[src/rtl/kb_div3_result_collector.sv]
// kb_div3_result_collector
// Tracks one in-flight launch of the divide-by-3 stage. It captures the
// quotient/remainder LATENCY cycles after the launch and checks that
// 3*q + r reproduces the dividend with r <= 2. Each checked result is buffered
// in a small FIFO for a ready/valid consumer.
//
// Ports:
//   sys_clock    in   system clock, rising edge
//   reset_n      in   asynchronous active-low reset
//   shift_en     in   launch strobe (shared with the divider stage)
//   divident     in   dividend presented with shift_en
//   quotient     in   divider quotient output
//   reminder     in   divider remainder output
//   out_valid    out  FIFO head holds a result
//   out_ready    in   consumer accepts the head
//   out_quotient out  head quotient
//   out_reminder out  head remainder
//   out_error    out  head check-failure flag
//   err_count    out  saturating count of failed checks
//   overflow     out  sticky: result dropped because the FIFO was full
//   collision    out  sticky: shift_en seen while a launch was in flight
module kb_div3_result_collector #(
  parameter int SIZE       = 20,
  parameter int LATENCY    = 6,
  parameter int FIFO_DEPTH = 4
) (
  input  logic            sys_clock,
  input  logic            reset_n,
  input  logic            shift_en,
  input  logic [SIZE-1:0] divident,
  input  logic [SIZE-1:0] quotient,
  input  logic [1:0]      reminder,
  output logic            out_valid,
  input  logic            out_ready,
  output logic [SIZE-1:0] out_quotient,
  output logic [1:0]      out_reminder,
  output logic            out_error,
  output logic [7:0]      err_count,
  output logic            overflow,
  output logic            collision
);

  localparam int AW = $clog2(FIFO_DEPTH);
  localparam int CW = 4;
  localparam int EW = SIZE + 3;
  localparam logic [AW:0] OCC_ONE  = (AW+1)'(1);
  localparam logic [AW:0] OCC_FULL = (AW+1)'(FIFO_DEPTH);

  typedef enum logic {IDLE, WAIT} state_t;

  function automatic logic [7:0] sat_inc(input logic [7:0] v);
    return (v == 8'hFF) ? v : v + 8'd1;
  endfunction

  state_t          state;
  state_t          next_state;
  logic            launch;
  logic            capture;
  logic [CW-1:0]   cnt;
  logic [SIZE-1:0] exp_reg;

  logic [SIZE+1:0] recon;
  logic            chk_err;

  logic [EW-1:0]   mem [FIFO_DEPTH];
  logic [AW-1:0]   wr_ptr;
  logic [AW-1:0]   rd_ptr;
  logic [AW:0]     occ;
  logic            full;
  logic            pop;
  logic            push_ok;
  logic [EW-1:0]   head;

  // Launch / capture control
  always_ff @(posedge sys_clock or negedge reset_n) begin
    if (!reset_n) state <= IDLE;
    else          state <= next_state;
  end

  always_comb begin
    next_state = state;
    launch     = 1'b0;
    capture    = 1'b0;
    unique case (state)
      IDLE: begin
        if (shift_en) begin
          launch     = 1'b1;
          next_state = WAIT;
        end
      end
      WAIT: begin
        // A shift_en arriving here (even on the capture edge) never starts a
        // new launch; it only raises collision.
        if (cnt == '0) begin
          capture    = 1'b1;
          next_state = IDLE;
        end
      end
      default: next_state = IDLE;
    endcase
  end

  always_ff @(posedge sys_clock or negedge reset_n) begin
    if (!reset_n) begin
      cnt     <= '0;
      exp_reg <= '0;
    end else if (launch) begin
      cnt     <= CW'(LATENCY - 1);
      exp_reg <= divident;
    end else if (state == WAIT && cnt != '0) begin
      cnt <= cnt - 1'b1;
    end
  end

  // Result check: 3*q + r at SIZE+2 bits against the zero-extended dividend
  assign recon   = {2'b00, quotient} + {1'b0, quotient, 1'b0} + {{SIZE{1'b0}}, reminder};
  assign chk_err = (reminder == 2'd3) || (recon != {2'b00, exp_reg});

  // Result FIFO
  assign full      = (occ == OCC_FULL);
  assign out_valid = (occ != '0);
  assign pop       = out_valid & out_ready;
  // When full, a simultaneous pop frees the slot being written.
  assign push_ok   = capture & (~full | pop);

  always_ff @(posedge sys_clock) begin
    if (push_ok) mem[wr_ptr] <= {quotient, reminder, chk_err};
  end

  always_ff @(posedge sys_clock or negedge reset_n) begin
    if (!reset_n) begin
      wr_ptr <= '0;
      rd_ptr <= '0;
      occ    <= '0;
    end else begin
      if (push_ok) wr_ptr <= wr_ptr + 1'b1;
      if (pop)     rd_ptr <= rd_ptr + 1'b1;
      unique case ({push_ok, pop})
        2'b10:   occ <= occ + OCC_ONE;
        2'b01:   occ <= occ - OCC_ONE;
        default: occ <= occ;
      endcase
    end
  end

  assign head         = mem[rd_ptr];
  assign out_quotient = head[EW-1:3];
  assign out_reminder = head[2:1];
  assign out_error    = head[0];

  // Status flags
  always_ff @(posedge sys_clock or negedge reset_n) begin
    if (!reset_n) begin
      err_count <= '0;
      overflow  <= 1'b0;
      collision <= 1'b0;
    end else begin
      if (capture && chk_err)        err_count <= sat_inc(err_count);
      if (capture && full && !pop)   overflow  <= 1'b1;
      if (state == WAIT && shift_en) collision <= 1'b1;
    end
  end

endmodule

[config.mk]
export PLATFORM = sky130hd
export DESIGN_NAME = kb_div3_result_collector
export DESIGN_NICKNAME = d
export VERILOG_FILES = /design/src/rtl/kb_div3_result_collector.sv
export SDC_FILE = /design/constraint.sdc
export NUM_CORES = 1
export LEC_CHECK = 0
export CORE_ASPECT_RATIO = 0.7
export CORE_MARGIN = 10
export CORE_UTILIZATION = 55
export DETAILED_ROUTE_END_ITERATION = 16
export MAX_ROUTING_LAYER = met4
export PLACE_DENSITY_LB_ADDON = 0.3
export SYNTH_ARGS = -nofsm -noshare
export SYNTH_HDL_FRONTEND = slang
export SYNTH_SLANG_ARGS = --single-unit
[constraint.sdc]
create_clock -name sys_clock -period 4 [get_ports sys_clock]
set_clock_uncertainty 0.15 [all_clocks]
set_input_delay 0.8 -clock sys_clock [delete_from_list [all_inputs] [get_ports sys_clock]]
set_output_delay 0.8 -clock sys_clock [all_outputs]
set_load 0.02 [all_outputs]
==> results_dict.tcl, run 1 <==
set metrics [dict create \
    vdd_drop_max_mv 0.411 \
    place_ws_ns -0.936 \
    ys_warn_count 0 \
    cp.arrival_ns 4.08 \
    reg2reg_slack_ns 0.80 \
    clock_latency_ns 0.42 \
    cpMaxStageDelayCell "clkdlybuf4s50_1" \
    synth_edf_count 92 \
    clkPwrFrac_pct 27.6 \
    clkSinkCount 134 \
    core_um2 12400 \
    top_level_ports 80 \
    grt_pass1_vias 4972 \
    rr_startpoint "cnt[0]$_DFFE_PN0P_" \
    die_area_um2 17500 \
    leakage_nw 3.72 \
    criticalPathCategory "primary input to flip-flop" \
    relSlewSlack_pct 17.9 \
    yosysUniqueCellTypes 58 \
    antenna_found_initial 0 \
    final_max_slew_viol_count 0 \
    r2r_cells 6 \
    endpoint_kind "flip-flop" \
    period_share_pct 98.2 \
    cts_buffer_depth 2 \
    dp.cells 834 \
    dr.first_iter.drc_count 405 \
    stdcell_area_um2 9300 \
    cp-start-kind "primary input" \
    place_area_um2 8430 \
    die_x_um 154 \
    yosysSeqAreaShare_pct 55.1 \
    cp_max_fo 4 \
    whs_endpoint "collision$_DFFE_PN0P_" \
    holdCritStartpoint "collision$_DFFE_PN0P_" \
    avgSynthCellArea_um2 13.0 \
    synth.area.top_cells "edfxtp_1, dfrtp_1, ha_1" \
    start_util_pct 55.9 \
    synth_ff_type "edfxtp_1" \
    layout-drive-gt1-share_pct 27.6 \
    wl_um 16500 \
    io_buffers 79 \
    finalPower_mw 5.68 \
    synth_top_cell_by_area "edfxtp_1" \
    grt_max_degree 43 \
    gp_congestion 0.856 \
    antenna_left 0 \
    num_rows 34 \
    htreeDepth 4 \
    worst_pin_slew_ns 1.23 \
    nNetsFinal 789 \
    firstDrtPassIters 5 \
    synth.most_common_cell "edfxtp_1" \
    synth_commonest_cells "edfxtp_1, nand2_1, ha_1, dfrtp_1, xnor2_1" \
    holdPathStages 1 \
    finalHoldViolCount 0 \
    synth_top_family_by_area "simple AND/OR/NAND/NOR gates" \
    synth-async-reset-ratio_pct 31.3 \
    final_util_pct 75.1 \
    crit_required_ns 4.16 \
    hold_path_class "flip-flop to flip-flop" \
    timing.rr.end "mem[2][7]$_DFFE_PP_" \
    fin_cells 869 \
    switching_share_pct 35.3 \
    root_buffer "clkbuf_16" \
    cts_made_buffers 17 \
    wl_per_cell_um 18.9 \
    pwr-share-comb_pct 38.7 \
    fin_ws_ns 0.0715 \
    p_seq_share_pct 33.7 \
    fin_tns_setup_ns 0 \
    min_period_ns 3.93 \
    synth_seq_cells 134 \
    n_antenna_cell 0 \
    status "finished clean" \
    rsz0062_at_grt "yes" \
    grt_pass1_wl_um 26300 \
    hold_slack_ns 0.316 \
    tritoncts "yes" \
    vias 4860 \
    muxShareOfSynthArea_pct 8.01 \
    fill_cells 773 \
    path_clk_slew_ns 0.07 \
    synthXorXnorAreaFrac_pct 4.94 \
    synth-compound-area-share_pct 8.88 \
    drc 0 \
    yosys.area_share.simple_pct 11.2 \
    p_per_area_nw_per_um2 612 \
    largest_reg_flops 92 \
    grt_usage_pct 19.4 \
    syn2layout_area_growth_pct 34.3 \
    intPower_mw 3.68 \
    fmax_mhz 255 \
    netlist.area_leader.share_pct 39.9 \
    power.switching_mw 2.01 \
    synth-adder-area-share_pct 9.19 \
    gr-total-overflow 0 \
    avgViaCountPerCell 5.59 \
    synth_area_um2 6920 \
    setup_viol 0 \
    die_height_um 114 \
    hpwl_um 11900 \
    path_cells "clkdlybuf4s50_1 > inv_1 > ha_1 > inv_1 > ha_1 > a21oi_1 > o21ai_1 > o31ai_1 > o31ai_1 > mux2_1 > or4_4 > nand3_4 > mux2_4" \
    syn-num-nets 627 \
    syn_inst 532 \
    cp_slowest_stage_delay_ns 0.56 \
    cap_viol_max_count 0 \
]
==> layout by cell type, fill, tap and decap left out, drive strengths merged, types with 3 or more instances in the layout <==
cell	instances
nand3	8
nand2	82
clkinv	5
clkdlybuf4s50	69
and2	8
a21oi	25
ha	46
and3	11
nor3	4
fa	3
o31ai	3
a31oi	4
a21o	9
buf	89
nor2	10
clkbuf	17
nor2b	5
inv	24
nand4	15
o21ai	21
nor4	3
xnor2	29
a211oi	4
o21a	5
dlymetal6s2s	4
xor2	10
mux4	23
o211ai	6
edfxtp	92
nand2b	5
dfrtp	42
==> logic make-up after synthesis <==
| kind of cell | Yosys count |
|---|---|
| AO/OA/AOI/OAI | 89 |
| AND/OR/NAND/NOR | 158 |
| multiplexers | 26 |
| adder cells (fa/ha/maj) | 49 |
| flip-flops | 134 |
| XOR/XNOR | 39 |
| buffers and inverters | 37 |
==> per-layer routing <==
| metal | GRT usage, % | share of wire [%] |
|---|---|---|
| met3 | 4.96 | 6.3 |
| met4 | 6.21 | 1.1 |
| met2 | 28.7 | 46 |
| met1 | 25.6 | 47 |
| met5 | - | 0 |
==> power by group through the flow <==
| stage | Combinational, mW | Sequential [mW] | Clock (mW) |
|---|---|---|---|
| floorplan | 1.33 | 1.90 | 0 |
| global placement | 2.06 | 1.93 | 0 |
| detailed placement | 2.12 | 1.94 | 0 |
| CTS | 2.14 | 1.92 | 1.59 |
| global route | 2.39 | 1.95 | 1.66 |
| finish | 2.20 | 1.92 | 1.57 |
==> timing repair <==
item | CTS | global route
cloned | 0 | 0
setup endpoints to repair | 12 | 12
hold buffers | 0 | 0
resized for setup | 31 | 38
endpoints found under the hold margin | 0 | 0
pin swaps | 11 | 12
setup buffers | 0 | 3
==> worst max path at each step <==
stage / start / end / slack (ns)
after CTS: quotient[0] / err_count[1]$_DFFE_PN0P_ / -0.02
after global routing: quotient[0] / err_count[2]$_DFFE_PN0P_ / -0.05
final: quotient[18] / err_count[1]$_DFFE_PN0P_ / 0.07
after global placement: quotient[0] / err_count[1]$_DFFE_PN0P_ / -0.93
after floorplan: quotient[0] / err_count[1]$_DFFE_PN0P_ / -0.14
after detailed placement: quotient[0] / err_count[1]$_DFFE_PN0P_ / -0.94
==> critical path: cells and delay by family <==
family,cells,cell delay [ns]
AOI/OAI and AO/OA,4,0.75
adders and majority gates,2,0.63
buffers and inverters,3,0.66
muxes,2,0.59
and+or+nand+nor,2,0.65
==> layout make-up <==
type	instances	area (um^2)	share of cell area (%)
well taps	162	203	2.18
clock buffers	17	425	4.58
multi-input cells	361	3160	34.0
repair buffers	164	1450	15.5
clock inverters	15	181	1.95
flip-flops and latches	134	3810	41.0
inverters	16	62.6	0.673
No activity file was read; power rests on OpenSTA's default activity.
==> inputs of run 2 (changes only) <==
CTS_CLUSTER_DIAMETER = 60   (was not set)
==> results of run 2 <==
The final DEF is identical to that of run 1; final timing and power are the same.
